==> src/rtl/mem_acc_arbiter_if.sv <==
// Signal bundle between mem_acc_arbiter and its DMA, load/store and SRAM neighbours.
// The slave modport is the arbiter's view; master is the surrounding environment.
interface mem_acc_arbiter_if #(
  parameter int DATA_W = 32,
  parameter int ADDR_W = 24
);
  logic              dma__memc__write_valid;
  logic [ADDR_W-1:0] dma__memc__write_address;
  logic [DATA_W-1:0] dma__memc__write_data;
  logic              memc__dma__write_ready;
  logic              dma__memc__read_valid;
  logic [ADDR_W-1:0] dma__memc__read_address;
  logic              dma__memc__read_pause;
  logic              memc__dma__read_ready;
  logic [DATA_W-1:0] memc__dma__read_data;
  logic              memc__dma__read_data_valid;

  logic              ldst__memc__request;
  logic              ldst__memc__released;
  logic              ldst__memc__write_valid;
  logic [ADDR_W-1:0] ldst__memc__write_address;
  logic [DATA_W-1:0] ldst__memc__write_data;
  logic              ldst__memc__read_valid;
  logic [ADDR_W-1:0] ldst__memc__read_address;
  logic              memc__ldst__granted;
  logic [DATA_W-1:0] memc__ldst__read_data;
  logic              memc__ldst__read_data_valid;

  logic              memc__sram__cs;
  logic              memc__sram__we;
  logic [ADDR_W-1:0] memc__sram__addr;
  logic [DATA_W-1:0] memc__sram__wdata;
  logic [DATA_W-1:0] sram__memc__rdata;

  modport slave (
    input  dma__memc__write_valid, dma__memc__write_address, dma__memc__write_data,
    input  dma__memc__read_valid, dma__memc__read_address, dma__memc__read_pause,
    output memc__dma__write_ready, memc__dma__read_ready,
    output memc__dma__read_data, memc__dma__read_data_valid,
    input  ldst__memc__request, ldst__memc__released,
    input  ldst__memc__write_valid, ldst__memc__write_address, ldst__memc__write_data,
    input  ldst__memc__read_valid, ldst__memc__read_address,
    output memc__ldst__granted, memc__ldst__read_data, memc__ldst__read_data_valid,
    output memc__sram__cs, memc__sram__we, memc__sram__addr, memc__sram__wdata,
    input  sram__memc__rdata
  );

  modport master (
    output dma__memc__write_valid, dma__memc__write_address, dma__memc__write_data,
    output dma__memc__read_valid, dma__memc__read_address, dma__memc__read_pause,
    input  memc__dma__write_ready, memc__dma__read_ready,
    input  memc__dma__read_data, memc__dma__read_data_valid,
    output ldst__memc__request, ldst__memc__released,
    output ldst__memc__write_valid, ldst__memc__write_address, ldst__memc__write_data,
    output ldst__memc__read_valid, ldst__memc__read_address,
    input  memc__ldst__granted, memc__ldst__read_data, memc__ldst__read_data_valid,
    input  memc__sram__cs, memc__sram__we, memc__sram__addr, memc__sram__wdata,
    output sram__memc__rdata
  );
endinterface

==> src/rtl/mem_acc_arbiter.sv <==
// Lane SRAM front end: posted DMA write buffer with read hazard check, two-stage
// read return pipeline, and an exclusive load/store lock (DMA -> DRAIN -> LDST).
module mem_acc_arbiter #(
  parameter int DATA_W     = 32,
  parameter int ADDR_W     = 24,
  parameter int WBUF_DEPTH = 4
) (
  input  logic             clk,
  input  logic             reset_poweron,
  mem_acc_arbiter_if.slave bus
);
  localparam int PTR_W = $clog2(WBUF_DEPTH);
  localparam int CNT_W = PTR_W + 1;

  typedef enum logic [1:0] {ST_DMA, ST_DRAIN, ST_LDST} state_e;

  state_e            state_q, state_d;
  logic [ADDR_W-1:0] wb_addr_q [WBUF_DEPTH];
  logic [ADDR_W-1:0] wb_addr_d [WBUF_DEPTH];
  logic [DATA_W-1:0] wb_data_q [WBUF_DEPTH];
  logic [DATA_W-1:0] wb_data_d [WBUF_DEPTH];
  logic [PTR_W-1:0]  head_q, head_d, tail_q, tail_d;
  logic [CNT_W-1:0]  count_q, count_d;
  logic              dma_rd_p1_q, dma_rd_p1_d, ldst_rd_p1_q, ldst_rd_p1_d;
  logic              dma_rd_vld_q, dma_rd_vld_d, ldst_rd_vld_q, ldst_rd_vld_d;
  logic [DATA_W-1:0] dma_rd_data_q, dma_rd_data_d, ldst_rd_data_q, ldst_rd_data_d;
  logic              granted_q, granted_d;

  logic              hit, full, in_dma, in_ldst;
  logic              wr_ready, rd_ready, wr_acc, rd_acc, drain, ldst_wr, ldst_rd;
  logic [PTR_W-1:0]  offs;
  logic              sram_cs, sram_we;
  logic [ADDR_W-1:0] sram_addr;
  logic [DATA_W-1:0] sram_wdata;

  // An entry is live when its distance from head (mod depth) is below count.
  always_comb begin
    hit  = 1'b0;
    offs = '0;
    for (int unsigned i = 0; i < WBUF_DEPTH; i++) begin
      offs = PTR_W'(i) - head_q;
      if (({1'b0, offs} < count_q) && (wb_addr_q[i] == bus.dma__memc__read_address))
        hit = 1'b1;
    end
  end

  // Request-side terms are masked by reset so every output reads 0 while it is held.
  assign full     = (count_q == CNT_W'(WBUF_DEPTH));
  assign in_dma   = reset_poweron && (state_q == ST_DMA);
  assign in_ldst  = reset_poweron && (state_q == ST_LDST);
  assign wr_ready = in_dma && !full;
  assign rd_ready = in_dma && !bus.dma__memc__read_pause && !full && !hit;
  assign wr_acc   = bus.dma__memc__write_valid && wr_ready;
  assign rd_acc   = bus.dma__memc__read_valid && rd_ready;
  assign drain    = reset_poweron && (state_q != ST_LDST) && (count_q != '0) && !rd_acc;
  assign ldst_wr  = in_ldst && bus.ldst__memc__write_valid;
  assign ldst_rd  = in_ldst && bus.ldst__memc__read_valid && !bus.ldst__memc__write_valid;

  always_comb begin
    sram_cs    = 1'b0;
    sram_we    = 1'b0;
    sram_addr  = '0;
    sram_wdata = '0;
    if (rd_acc) begin
      sram_cs   = 1'b1;
      sram_addr = bus.dma__memc__read_address;
    end else if (drain) begin
      sram_cs    = 1'b1;
      sram_we    = 1'b1;
      sram_addr  = wb_addr_q[head_q];
      sram_wdata = wb_data_q[head_q];
    end else if (ldst_wr) begin
      sram_cs    = 1'b1;
      sram_we    = 1'b1;
      sram_addr  = bus.ldst__memc__write_address;
      sram_wdata = bus.ldst__memc__write_data;
    end else if (ldst_rd) begin
      sram_cs   = 1'b1;
      sram_addr = bus.ldst__memc__read_address;
    end
  end

  always_comb begin
    state_d   = state_q;
    wb_addr_d = wb_addr_q;
    wb_data_d = wb_data_q;
    head_d    = head_q;
    tail_d    = tail_q;
    count_d   = count_q;

    case (state_q)
      ST_DMA:   if (bus.ldst__memc__request) state_d = ST_DRAIN;
      ST_DRAIN: if ((count_q == '0) && !dma_rd_p1_q) state_d = ST_LDST;
      ST_LDST:  if (bus.ldst__memc__released) state_d = ST_DMA;
      default:  state_d = ST_DMA;
    endcase

    if (wr_acc) begin
      wb_addr_d[tail_q] = bus.dma__memc__write_address;
      wb_data_d[tail_q] = bus.dma__memc__write_data;
      tail_d            = tail_q + PTR_W'(1);
    end
    if (drain) head_d = head_q + PTR_W'(1);
    case ({wr_acc, drain})
      2'b10:   count_d = count_q + CNT_W'(1);
      2'b01:   count_d = count_q - CNT_W'(1);
      default: count_d = count_q;
    endcase

    dma_rd_p1_d    = rd_acc;
    ldst_rd_p1_d   = ldst_rd;
    dma_rd_vld_d   = dma_rd_p1_q;
    ldst_rd_vld_d  = ldst_rd_p1_q;
    dma_rd_data_d  = dma_rd_p1_q  ? bus.sram__memc__rdata : dma_rd_data_q;
    ldst_rd_data_d = ldst_rd_p1_q ? bus.sram__memc__rdata : ldst_rd_data_q;
    granted_d      = (state_d == ST_LDST);
  end

  always_ff @(posedge clk or negedge reset_poweron) begin
    if (!reset_poweron) begin
      state_q        <= ST_DMA;
      for (int unsigned i = 0; i < WBUF_DEPTH; i++) begin
        wb_addr_q[i] <= '0;
        wb_data_q[i] <= '0;
      end
      head_q         <= '0;
      tail_q         <= '0;
      count_q        <= '0;
      dma_rd_p1_q    <= 1'b0;
      ldst_rd_p1_q   <= 1'b0;
      dma_rd_vld_q   <= 1'b0;
      ldst_rd_vld_q  <= 1'b0;
      dma_rd_data_q  <= '0;
      ldst_rd_data_q <= '0;
      granted_q      <= 1'b0;
    end else begin
      state_q        <= state_d;
      wb_addr_q      <= wb_addr_d;
      wb_data_q      <= wb_data_d;
      head_q         <= head_d;
      tail_q         <= tail_d;
      count_q        <= count_d;
      dma_rd_p1_q    <= dma_rd_p1_d;
      ldst_rd_p1_q   <= ldst_rd_p1_d;
      dma_rd_vld_q   <= dma_rd_vld_d;
      ldst_rd_vld_q  <= ldst_rd_vld_d;
      dma_rd_data_q  <= dma_rd_data_d;
      ldst_rd_data_q <= ldst_rd_data_d;
      granted_q      <= granted_d;
    end
  end

  assign bus.memc__dma__write_ready      = wr_ready;
  assign bus.memc__dma__read_ready       = rd_ready;
  assign bus.memc__dma__read_data        = dma_rd_data_q;
  assign bus.memc__dma__read_data_valid  = dma_rd_vld_q;
  assign bus.memc__ldst__granted         = granted_q;
  assign bus.memc__ldst__read_data       = ldst_rd_data_q;
  assign bus.memc__ldst__read_data_valid = ldst_rd_vld_q;
  assign bus.memc__sram__cs              = sram_cs;
  assign bus.memc__sram__we              = sram_we;
  assign bus.memc__sram__addr            = sram_addr;
  assign bus.memc__sram__wdata           = sram_wdata;

  // Load/store must not present a read alongside a write; the read would be lost.
  ldst_single_access: assert property (@(posedge clk) disable iff (!reset_poweron)
    (state_q == ST_LDST) |-> !(bus.ldst__memc__write_valid && bus.ldst__memc__read_valid));

endmodule

==> src/flat_wrapper.sv <==
// flat-port wrapper written by rule: the top's interface ports become plain ports
module mem_acc_arbiter_flat 
#(
  parameter int DATA_W     = 32,
  parameter int ADDR_W     = 24,
  parameter int WBUF_DEPTH = 4
)
  (clk, reset_poweron, bus_dma__memc__write_valid, bus_dma__memc__write_address, bus_dma__memc__write_data, bus_dma__memc__read_valid, bus_dma__memc__read_address, bus_dma__memc__read_pause, bus_memc__dma__write_ready, bus_memc__dma__read_ready, bus_memc__dma__read_data, bus_memc__dma__read_data_valid, bus_ldst__memc__request, bus_ldst__memc__released, bus_ldst__memc__write_valid, bus_ldst__memc__write_address, bus_ldst__memc__write_data, bus_ldst__memc__read_valid, bus_ldst__memc__read_address, bus_memc__ldst__granted, bus_memc__ldst__read_data, bus_memc__ldst__read_data_valid, bus_memc__sram__cs, bus_memc__sram__we, bus_memc__sram__addr, bus_memc__sram__wdata, bus_sram__memc__rdata);
  mem_acc_arbiter_if #(.DATA_W(DATA_W), .ADDR_W(ADDR_W)) bus_i ();
  input  logic clk;
  input  logic reset_poweron;
  input wire logic [$bits(bus_i.dma__memc__write_valid)-1:0] bus_dma__memc__write_valid;
  input wire logic [$bits(bus_i.dma__memc__write_address)-1:0] bus_dma__memc__write_address;
  input wire logic [$bits(bus_i.dma__memc__write_data)-1:0] bus_dma__memc__write_data;
  input wire logic [$bits(bus_i.dma__memc__read_valid)-1:0] bus_dma__memc__read_valid;
  input wire logic [$bits(bus_i.dma__memc__read_address)-1:0] bus_dma__memc__read_address;
  input wire logic [$bits(bus_i.dma__memc__read_pause)-1:0] bus_dma__memc__read_pause;
  output wire logic [$bits(bus_i.memc__dma__write_ready)-1:0] bus_memc__dma__write_ready;
  output wire logic [$bits(bus_i.memc__dma__read_ready)-1:0] bus_memc__dma__read_ready;
  output wire logic [$bits(bus_i.memc__dma__read_data)-1:0] bus_memc__dma__read_data;
  output wire logic [$bits(bus_i.memc__dma__read_data_valid)-1:0] bus_memc__dma__read_data_valid;
  input wire logic [$bits(bus_i.ldst__memc__request)-1:0] bus_ldst__memc__request;
  input wire logic [$bits(bus_i.ldst__memc__released)-1:0] bus_ldst__memc__released;
  input wire logic [$bits(bus_i.ldst__memc__write_valid)-1:0] bus_ldst__memc__write_valid;
  input wire logic [$bits(bus_i.ldst__memc__write_address)-1:0] bus_ldst__memc__write_address;
  input wire logic [$bits(bus_i.ldst__memc__write_data)-1:0] bus_ldst__memc__write_data;
  input wire logic [$bits(bus_i.ldst__memc__read_valid)-1:0] bus_ldst__memc__read_valid;
  input wire logic [$bits(bus_i.ldst__memc__read_address)-1:0] bus_ldst__memc__read_address;
  output wire logic [$bits(bus_i.memc__ldst__granted)-1:0] bus_memc__ldst__granted;
  output wire logic [$bits(bus_i.memc__ldst__read_data)-1:0] bus_memc__ldst__read_data;
  output wire logic [$bits(bus_i.memc__ldst__read_data_valid)-1:0] bus_memc__ldst__read_data_valid;
  output wire logic [$bits(bus_i.memc__sram__cs)-1:0] bus_memc__sram__cs;
  output wire logic [$bits(bus_i.memc__sram__we)-1:0] bus_memc__sram__we;
  output wire logic [$bits(bus_i.memc__sram__addr)-1:0] bus_memc__sram__addr;
  output wire logic [$bits(bus_i.memc__sram__wdata)-1:0] bus_memc__sram__wdata;
  input wire logic [$bits(bus_i.sram__memc__rdata)-1:0] bus_sram__memc__rdata;
  assign bus_i.dma__memc__write_valid = bus_dma__memc__write_valid;
  assign bus_i.dma__memc__write_address = bus_dma__memc__write_address;
  assign bus_i.dma__memc__write_data = bus_dma__memc__write_data;
  assign bus_i.dma__memc__read_valid = bus_dma__memc__read_valid;
  assign bus_i.dma__memc__read_address = bus_dma__memc__read_address;
  assign bus_i.dma__memc__read_pause = bus_dma__memc__read_pause;
  assign bus_memc__dma__write_ready = bus_i.memc__dma__write_ready;
  assign bus_memc__dma__read_ready = bus_i.memc__dma__read_ready;
  assign bus_memc__dma__read_data = bus_i.memc__dma__read_data;
  assign bus_memc__dma__read_data_valid = bus_i.memc__dma__read_data_valid;
  assign bus_i.ldst__memc__request = bus_ldst__memc__request;
  assign bus_i.ldst__memc__released = bus_ldst__memc__released;
  assign bus_i.ldst__memc__write_valid = bus_ldst__memc__write_valid;
  assign bus_i.ldst__memc__write_address = bus_ldst__memc__write_address;
  assign bus_i.ldst__memc__write_data = bus_ldst__memc__write_data;
  assign bus_i.ldst__memc__read_valid = bus_ldst__memc__read_valid;
  assign bus_i.ldst__memc__read_address = bus_ldst__memc__read_address;
  assign bus_memc__ldst__granted = bus_i.memc__ldst__granted;
  assign bus_memc__ldst__read_data = bus_i.memc__ldst__read_data;
  assign bus_memc__ldst__read_data_valid = bus_i.memc__ldst__read_data_valid;
  assign bus_memc__sram__cs = bus_i.memc__sram__cs;
  assign bus_memc__sram__we = bus_i.memc__sram__we;
  assign bus_memc__sram__addr = bus_i.memc__sram__addr;
  assign bus_memc__sram__wdata = bus_i.memc__sram__wdata;
  assign bus_i.sram__memc__rdata = bus_sram__memc__rdata;
  mem_acc_arbiter #(.DATA_W(DATA_W), .ADDR_W(ADDR_W), .WBUF_DEPTH(WBUF_DEPTH)) u_core (.clk(clk), .reset_poweron(reset_poweron), .bus(bus_i));
endmodule
==> config.mk <==
export PLATFORM = sky130hd
export DESIGN_NAME = mem_acc_arbiter_flat
export DESIGN_NICKNAME = d
export VERILOG_FILES = /design/src/rtl/mem_acc_arbiter_if.sv /design/src/rtl/mem_acc_arbiter.sv /design/src/flat_wrapper.sv
export SDC_FILE = /design/constraint.sdc
export NUM_CORES = 1
export LEC_CHECK = 0
export ABC_CLOCK_PERIOD_IN_PS = 12200
export CAP_MARGIN = 20
export CORE_MARGIN = 10
export CORE_UTILIZATION = 40
export CTS_CLUSTER_DIAMETER = 30
export DETAILED_ROUTE_END_ITERATION = 7
export GPL_TIMING_DRIVEN = 0
export HOLD_SLACK_MARGIN = 0.15
export PLACE_DENSITY_LB_ADDON = 0.1
export SYNTH_ARGS = -nofsm -noshare
export SYNTH_HDL_FRONTEND = slang
export SYNTH_SLANG_ARGS = --single-unit
==> constraint.sdc <==
create_clock -name clk -period 12.2 [get_ports clk]
set_input_delay 3.66 -clock clk [delete_from_list [all_inputs] [get_ports clk]]
set_output_delay 3.66 -clock clk [all_outputs]
set_load 0.1 [all_outputs]
==> results of run 1 <==
## power groups by stage
stage	clock, W	sequential [W]	combinational, W
2_1_floorplan	0	0.00241	0.00177
3_5_place_dp	0	0.00174	0.00333
4_1_cts	0.00218	0.00173	0.00334
6_report	0.00215	0.00173	0.00331
5_1_grt	0.00225	0.00179	0.00346
3_3_place_gp	0	0.00173	0.00330
## per-stage QoR
step | util | TNS, ps | hold WS (ps) | setup WS, ps
4_1_cts | 0.585 | 0 | 371 | 118
3_5_place_dp | 0.508 | 0 | 362 | 146
5_1_grt | 0.586 | 0 | 378 | 8.71
2_1_floorplan | - | 0 | 352 | 177
3_3_place_gp | 0.507 | -3913080 | 360 | -11220
6_report | 0.586 | 0 | 368 | 291
## layout make-up
cell class                 count  area (um2)  area share
timing repair buffer         305        3120       0.145
tap                          468         586      0.0272
clock inverter                41         510      0.0237
antenna                        2        5.00    0.000232
clock buffer                 108        2320       0.108
multi-input combinational    646        6860       0.318
buffer                        93         474      0.0220
sequential                   302        7560       0.350
inverter                      35         131     0.00609
## placed cells by master, fill, tap and decap left out, types with 4 or more instances in the layout
cell type,instances
buf_4,21
dfrtp_1,302
ha_1,9
a21oi_1,4
mux4_2,56
nand4_1,10
xor2_1,78
mux2_2,288
clkbuf_1,53
clkbuf_8,17
a222oi_1,24
mux2i_1,25
bufinv_16,9
dlymetal6s2s_1,12
buf_2,20
clkdlybuf4s50_1,290
buf_1,5
clkinvlp_4,8
clkbuf_16,82
nor2_1,38
inv_1,35
nor4_1,20
nand2_1,7
a22oi_1,32
o211ai_1,4
clkinv_2,17
xnor2_1,23
## routing by layer
metal,routed length (um),up-vias,track usage
met5,41,-,0
met4,493,6,0.0467
met3,3040,52,0.0543
met2,22600,293,0.325
met1,20600,5395,0.264
li1,-,4775,-
## worst reg2reg max path, stage by stage, from the launching register on
cell and delay (ps):
dfrtp_1 320, clkbuf_1 540, clkbuf_1 600, xnor2_1 220, inv_1 80, ha_1 280
a21oi_1 140, o21ai_1 80, o311a_1 390, and4_4 210, buf_6 150, buf_2 230
nor2_1 140, ha_1 190, inv_1 70, fa_1 430, xor2_1 150, nor2_1 120
xor2_1 150
## timing repair
item | CTS | global route
setup buffers | 0 | 0
gates resized for setup | 0 | 14
endpoints found under the setup margin | 0 | 12
## flip-flops by register name, summed over array words and instances (netlist names)
signal and flops:
u_core.bus.memc__dma__read_data 32, u_core.bus.memc__dma__read_data_valid 1, u_core.bus.memc__ldst__granted 1, u_core.bus.memc__ldst__read_data 32, u_core.bus.memc__ldst__read_data_valid 1, u_core.count_q 3, u_core.dma_rd_p1_q 1, u_core.head_q 2
u_core.ldst_rd_p1_q 1, u_core.state_q 2, u_core.tail_q 2, u_core.wb_addr_q 96, u_core.wb_data_q 128
## final timing paths
kind / start / end / slack, ps / cells past startpoint
worst min register to register: u_core.dma_rd_p1_q / u_core.bus.memc__dma__read_data_valid / 370 / 0
max in group asynchronous: reset_poweron / u_core.wb_data_q[14] / 8020 / 2
worst max-delay path: reset_poweron / bus_memc__sram__addr[20] / 290 / 8
worst min-delay path: u_core.dma_rd_p1_q / u_core.bus.memc__dma__read_data_valid / 370 / 0
worst max register to register: u_core.head_q[0] / u_core.count_q[2] / 7650 / 18
min in group asynchronous: reset_poweron / u_core.wb_data_q[2] / 3110 / 1
## cells by family after synthesis
| logic type | count (synthesis) |
|---|---|
| muxes | 369 |
| DFF | 302 |
| buffers and inverters | 128 |
| xor gates and xnor gates | 101 |
| and+or+nand+nor | 91 |
| AOI/OAI and AO/OA | 75 |
| adders and majority gates | 10 |
==> run metrics, run 1 <==
status completed; post-synthesis compound-gate area fraction 0.0410; critical-path maximum fanout 96; most common cell in the netlist dfrtp_1; total power roughly 0.0072 W; PwrDens about 330 nW/um2; sequential share of power 0.241; Post-Syn Area between 15000 and 20000 um2; Least-Margin Pin Slew 1070 ps; total number of vias 10500; Synth Warn # 0; RSZ-0062 raised after global routing false; Worst Path Class, Setup in -> out; Yosys top cell by area dfrtp_1; Yosys top cell area share 0.503; share of the yosys chip area belonging to registers 0.503; Die Ht around 210 um; Inst Count DP roughly 1800; initial antenna violation count 3; Startpoint Class primary input; routed len/inst around 23 um; filler instances 3025; largest net degree at the start of global routing ~120; XOR/XNOR Fraction of Synth Area 0.0589; CTS sink count 302; 1st-iter DRT viols about 750; Die Wd ~210 um; share of post-route cells with drive strength above 1 0.349; DPL Wire Length ~34 mm; # DRC 0; Core Box Area approximately 37000 um2; ranking of synthesized cells by area dfrtp_1 50%, mux2_2 22%, mux4_2 8.4%; fin. max-slew vios 0; final worst-path cycle share 0.976; CP Cell Sequence buf_8 -> buf_16 -> inv_1 -> nor4b_2 -> clkdlybuf4s15_1 -> a222oi_1 -> mux2i_1 -> clkdlybuf4s50_1; critical path's top delay family buffers and inverters; largest family of logic cells by synthesized area multiplexers; Setup violations, final 0; Combinational Power Share 0.460; max_slew headroom 0.285; maximum clock path buffer count 3; Adder-Cell Fraction of Synth Area 0.00883; Starting Density 0.408; first-pass GRT wire length a little under 70 mm; switching share of power 0.429; maximum VDD drop a little under 200 uV; final wirelength about 47 mm; max_cap viols 0; Placed Area between 15000 and 20000 um2; top post-synthesis cells by count 302 x dfrtp_1, 288 x mux2_2, 78 x xor2_1, 56 x mux4_2, 45 x clkbuf_1; P_int between 0.004 and 0.005 W; f_max roughly 0.084 GHz; library cells used by synthesis 41; Static Leakage 9.71 nW; NetSw 0.00308 W; syn avg cell area between 10 and 15 um2; Worst path max stage delay 1170 ps; Rows 70; Final Hold Viols 0; fin nets ~1700; GRT Overall Usage 0.201; H-tree depth 3; worst-skew pair later-pin latency 570 ps; EDFF count, synth 0; Cell Count, Final, Fillers Out 2000; flops & latches, synth about 300; Worst setup EP type output pin; GRT Residual Overflow 0; slowest CP cell clkdlybuf4s50_1; fin crit period between 10000 and 15000 ps; antenna viol nets, final 0; Synth-to-Final Area Change 43.6%; CP required 8540 ps; Reg clk slew, reported paths ~40 ps; Hold Buf Count CTS 0; io pins between 300 and 400; Root Driver clkbuf_16; Cells after Synth between 1000 and 1500; IO buf count 303; simple-gate share of the synthesized area 0.0315; synthesized net count roughly 1300; Main synth FF type dfrtp_1; CTS tree done; CTS Buf Count 80; vias in the first global route ~11000; Finished Cell Area between 20000 and 25000 um2; HP Class reg -> reg; Clock Skew roughly 15 ps; GP Congestion just under 0.8; clock power share 0.299; mux contribution to synthesized area 0.317; DIE AREA 45700 um2; WP data arrival between 8000 and 9000 ps; detailed-router iteration count before antenna repair 6; worst path bufs/invs 5; vias per cell approximately 5.3; ys async rst share 1.00
Power figures use the tool's default switching activity.
==> run 2: changes to the inputs <==
--- a/config.mk
+++ b/config.mk
@@ -8,7 +8,7 @@
 export ABC_CLOCK_PERIOD_IN_PS = 12200
 export CAP_MARGIN = 20
 export CORE_MARGIN = 10
-export CORE_UTILIZATION = 40
+export CORE_UTILIZATION = 55
 export CTS_CLUSTER_DIAMETER = 30
 export DETAILED_ROUTE_END_ITERATION = 7
 export GPL_TIMING_DRIVEN = 0
==> run 2 against run 1 <==
First-iteration DRC count increased by 7.1%. Global-route usage is 5.9 points higher. Sequential cell count unchanged. Critical path type unchanged.
==> run metrics, run 2 (synthesized netlist as in run 1, its figures left out) <==
max_cap viols 0; largest net degree at the start of global routing approximately 130; clock power share 0.260; reg2reg setup slack ~7700 ps; GP Congestion around 0.87; CTS tree done; Hold Buf Count CTS 0; HP Class reg -> reg; switching share of power 0.446; status completed; Die Wd around 190 um; f_max approximately 0.084 GHz; filler instances between 1500 and 2000; Reg clk slew, reported paths around 40 ps; initial antenna violation count 5; Critical Path End bus_memc__sram__wdata[28]; IO buf count around 300; top flop regs u_core.wb_data_q x128, u_core.wb_addr_q x96; CP required 8540 ps; fin nets 1660; RR Endpoint u_core.count_q[2]; vias per cell ~5.8; WP data arrival a little over 8000 ps; fin. max-slew vios 0; Largest register FFs between 100 and 150; Least-Margin Pin Slew 1090 ps; Die Ht ~190 um; post_cts resized 0; Root Driver clkbuf_16; Reg2Reg Depth 18; Hold WS ~370 ps; detailed-router iteration count before antenna repair 5; Largest Register u_core.wb_data_q; Combinational Power Share 0.484; CTS Buf Count 66; CP Launch Point reset_poweron; Post CTS Setup Buffer Count 0; fin crit period 11940 ps; max_slew headroom 0.273; setup TNS 0 ps; routed len/inst around 24 um; GRT Overall Usage 0.260; maximum VDD drop 225 uV; first-pass GRT wire length a little under 70 mm; final wirelength around 45 mm; most frequent cells in the layout 302 x clkdlybuf4s50_1, 302 x dfrtp_1, 288 x mux2_2; Worst R2R Start u_core.head_q[0]; Final Hold Viols 0; Starting Density 0.559; Core Box Area 26900 um2; Final Core Density 0.773; Hold Crit Start u_core.ldst_rd_p1_q; CTS sink count 302; Worst setup EP type output pin; Worst Path Class, Setup in -> out; H-tree depth 3; DIE AREA 34300 um2; Setup violations, final 0; share of post-route cells with drive strength above 1 0.338; io pins between 300 and 400; # DRC 0; Clock Skew just under 30 ps; antenna viol nets, final 0; Rows 60; vias in the first global route 11600; NetSw 0.00304 W; final worst-path cycle share 0.979; GRT Residual Overflow 0; critical-path maximum fanout slightly above 100; P_int 0.00378 W; maximum clock path buffer count 3; sequential share of power 0.257; Synth-to-Final Area Change 38.4%; 1st-iter DRT viols around 800; worst-skew pair later-pin latency about 560 ps; total number of vias between 10000 and 15000; Static Leakage 9.22 nW; Startpoint Class primary input; PwrDens between 300 and 400 nW/um2; RSZ-0062 raised after global routing false; DPL Wire Length 31.8 mm
## run 2: power groups by stage
stage          Combinational, W  Clock [W]  Sequential, W
2_1_floorplan           0.00177          0        0.00241
5_1_grt                 0.00344    0.00185        0.00180
3_5_place_dp            0.00330          0        0.00175
4_1_cts                 0.00332    0.00179        0.00174
3_3_place_gp            0.00326          0        0.00173
6_report                0.00330    0.00177        0.00175
## run 2: per-layer routing
layer  track usage  vias to the layer above  share of wire
met3        0.0697                       72          0.083
met2         0.420                      427           0.48
li1              -                     4719              -
met5             0                        -        0.00029
met4        0.0940                        2          0.024
met1         0.330                     5397           0.41
## run 2: cell type report
type / instances / area [um2] / share of cell area
multi-input combinational: 646 / 6860 / 0.330
clock inverter: 40 / 472 / 0.0227
timing repair buffer: 305 / 3090 / 0.149
clock buffer: 78 / 1770 / 0.0850
buffer: 93 / 468 / 0.0225
inverter: 35 / 131 / 0.00632
tap: 341 / 427 / 0.0205
antenna: 4 / 10.0 / 0.000482
sequential: 302 / 7560 / 0.364
## run 2: worst max-delay path: stages
cell	delay [ps]
buf_8	460
buf_16	430
inv_1	170
nor3_1	880
clkbuf_1	600
clkbuf_1	480
a22oi_1	170
nor2_1	110
clkdlybuf4s50_1	1170
## run 2: through the flow
stage	worst slack (ps)	instances	power [W]	cell area [um2]
floorplan	177	1076	0.00418	15000
global placement	-10740	1720	0.00498	18500
detailed placement	320	1722	0.00504	18500
CTS	302	1840	0.00685	20800
global route	37.0	1841	0.00709	20800
finish	258	1844	0.00682	20800
## run 2: how the worst min path moves through the flow
stage / end / depth (start not counted) / slack (ps)
5_1_grt: u_core.bus.memc__ldst__read_data_valid / 0 / 390
2_1_floorplan: u_core.bus.memc__dma__read_data_valid / 0 / 350
6_report: u_core.bus.memc__ldst__read_data_valid / 0 / 370
3_3_place_gp: u_core.bus.memc__dma__read_data_valid / 0 / 360
3_5_place_dp: u_core.bus.memc__ldst__read_data_valid / 0 / 360
4_1_cts: u_core.bus.memc__ldst__read_data_valid / 0 / 370
==> run 3: changes to the inputs <==
--- a/config.mk
+++ b/config.mk
@@ -7,8 +7,9 @@
 export LEC_CHECK = 0
 export ABC_CLOCK_PERIOD_IN_PS = 12200
 export CAP_MARGIN = 20
+export CORE_ASPECT_RATIO = 0.6
 export CORE_MARGIN = 10
-export CORE_UTILIZATION = 55
+export CORE_UTILIZATION = 42
 export CTS_CLUSTER_DIAMETER = 30
 export DETAILED_ROUTE_END_ITERATION = 7
 export GPL_TIMING_DRIVEN = 0
==> run 3 against run 2 <==
Clock power fell by 11%. Clock-buffer cell count fell by 8. Non-clock buffer count did not move. Via count fell by 1.4%. Maximum frequency rose by 0.85%. Die area rose by 28%. Largest power group unchanged. Highest routed layer unchanged.
==> run metrics, run 3 (synthesized netlist as in run 1, its figures left out) <==
Die Ht ~170 um; RR Endpoint u_core.count_q[2]; Clock Skew approximately 15 ps; Reg2Reg Depth 18; CTS tree done; Least-Margin Pin Slew approximately 1100 ps; Final Hold Viols 0; Worst Path Class, Setup in -> out; Largest register FFs ~130; Hold Buf Count CTS 0; largest net degree at the start of global routing ~120; Worst R2R Start u_core.head_q[0]; Post CTS Setup Buffer Count 0; Placement Setup Slack 279 ps; routed len/inst 24.9 um; filler instances between 2000 and 3000; Die Wd between 200 and 300 um; Reg clk slew, reported paths ~50 ps; vias per cell 5.39; share of post-route cells with drive strength above 1 0.325; Hold WS about 370 ps; clock power share 0.238; sequential share of power 0.261; slowest CP cell clkdlybuf4s50_1; Hold Crit Start u_core.ldst_rd_p1_q; setup TNS 0 ps; Core Box Area 35100 um2; PwrDens ~320 nW/um2; final worst setup slack about 360 ps; max_cap viols 0; CP Cell Sequence buf_8 -> buf_16 -> inv_1 -> nor3_1 -> clkbuf_1 -> clkbuf_1 -> a22oi_1 -> nor2_1 -> clkdlybuf4s50_1; Startpoint Class primary input; switching share of power 0.447; fin nets around 1600; CP required between 8000 and 9000 ps; 1st-iter DRT viols 680; GRT Overall Usage 0.215; Rows 53; post_cts resized 0; critical path's top delay family buffers and inverters; critical-path maximum fanout a little over 90; top flop regs u_core.wb_data_q x128, u_core.wb_addr_q x96; final worst-path cycle share 0.971; Worst path max stage delay 1140 ps; Final Core Density 0.586; Synth-to-Final Area Change 37.2%; vias in the first global route 11100; HP Class reg -> reg; fin crit period ~12000 ps; Combinational Power Share 0.501; max_slew headroom 0.269; NetSw between 0.002 and 0.003 W; antenna viol nets, final 0; worst path bufs/invs 6; # DRC 0; GP Congestion around 0.9; maximum VDD drop approximately 230 uV; worst hold stages 0; detailed-router iteration count before antenna repair 6; most frequent cells in the layout 302 x clkdlybuf4s50_1, 302 x dfrtp_1, 288 x mux2_2; WP data arrival 8180 ps; Endpoint, Worst Hold u_core.bus.memc__ldst__read_data_valid; RSZ-0062 raised after global routing false; Starting Density 0.427; P_int between 0.003 and 0.004 W; maximum clock path buffer count 3; Static Leakage ~9.0 nW; crit-path most repeated cell clkbuf_1; CTS sink count between 300 and 400; GRT Residual Overflow 0; Root Driver clkbuf_16; IO buf count just over 300; f_max between 0.08 and 0.09 GHz; final wirelength slightly below 50 mm; total power between 0.006 and 0.007 W; io pins between 300 and 400; reg2reg setup slack ~7500 ps; fin. max-slew vios 0; initial antenna violation count 3; total number of vias roughly 10000; status completed; Setup violations, final 0; CTS Buf Count a little over 50; Worst setup EP type output pin; H-tree depth 2; DPL Wire Length 36.5 mm; DIE AREA roughly 44000 um2; Largest Register u_core.wb_data_q; first-pass GRT wire length approximately 73 mm; worst-skew pair later-pin latency roughly 550 ps
[run 3: cell count changes in the layout (fill, tap and decap cells not counted)]
cell        change
clkbuf_16      -13
clkinv_2        -9
bufinv_16       +5
clkbuf_1        +4
inv_6           -4
clkinv_8        -3
clkinv_4        -2
clkinvlp_4      -2
diode_2         -2
clkbuf_8        +1
inv_16          -1
[run 3: worst max-delay path by stage]
| stage | slack (ps) | startpoint | depth (start not counted) | end |
|---|---|---|---|---|
| floorplan | 180 | reset_poweron | 7 | bus_memc__sram__addr[20] |
| global placement | -11130 | reset_poweron | 7 | bus_memc__sram__we |
| detailed placement | 280 | reset_poweron | 9 | bus_memc__sram__wdata[24] |
| CTS | 240 | reset_poweron | 9 | bus_memc__sram__wdata[22] |
| global route | 20 | reset_poweron | 9 | bus_memc__sram__wdata[30] |
| finish | 360 | reset_poweron | 9 | bus_memc__sram__wdata[22] |
[run 3: metrics by stage]
| stage | area (um2) | cells |
|---|---|---|
| final | 20600 | 1944 |
| after floorplan | 15000 | 1076 |
| after global routing | 20600 | 1942 |
| after global placement | 18600 | 1846 |
| after CTS | 20600 | 1942 |
| after detailed placement | 18700 | 1848 |
[run 3: final cells by class]
cell class / instances / area (um2) / area share
multi-input cells: 646 / 6860 / 0.333
plain buffers: 93 / 468 / 0.0227
well taps: 467 / 584 / 0.0284
inverters: 35 / 131 / 0.00637
clock buffers: 70 / 1470 / 0.0713
repair buffers: 305 / 3090 / 0.150
flip-flops and latches: 302 / 7560 / 0.367
diodes: 2 / 5.00 / 0.000243
clock inverters: 24 / 440 / 0.0214
[run 3: routing by layer]
layer	global-route usage	vias up	wire length, um
met3	0.0487	66	2990
li1	-	4686	-
met5	0	-	27
met1	0.299	5445	22200
met4	0.0461	4	815
met2	0.337	268	22500
[run 3: power by group through the flow]
stage / Combinational (W) / Sequential, W / Clock, W
2_1_floorplan: 0.00177 / 0.00241 / 0
3_3_place_gp: 0.00331 / 0.00174 / 0
3_5_place_dp: 0.00334 / 0.00175 / 0
4_1_cts: 0.00335 / 0.00173 / 0.00161
5_1_grt: 0.00347 / 0.00179 / 0.00166
6_report: 0.00333 / 0.00174 / 0.00158
[run 3: worst register-to-register path, stage by stage (launching register included)]
cell      delay, ps
dfrtp_1         330
clkbuf_1        590
clkbuf_1        670
xnor2_1         230
inv_1            70
ha_1            270
a21oi_1         140
o21ai_1          70
o311a_1         390
and4_4          210
buf_6           150
buf_2           260
nor2_1          160
ha_1            190
inv_1            70
fa_1            420
xor2_1          150
nor2_1          110
xor2_1          160
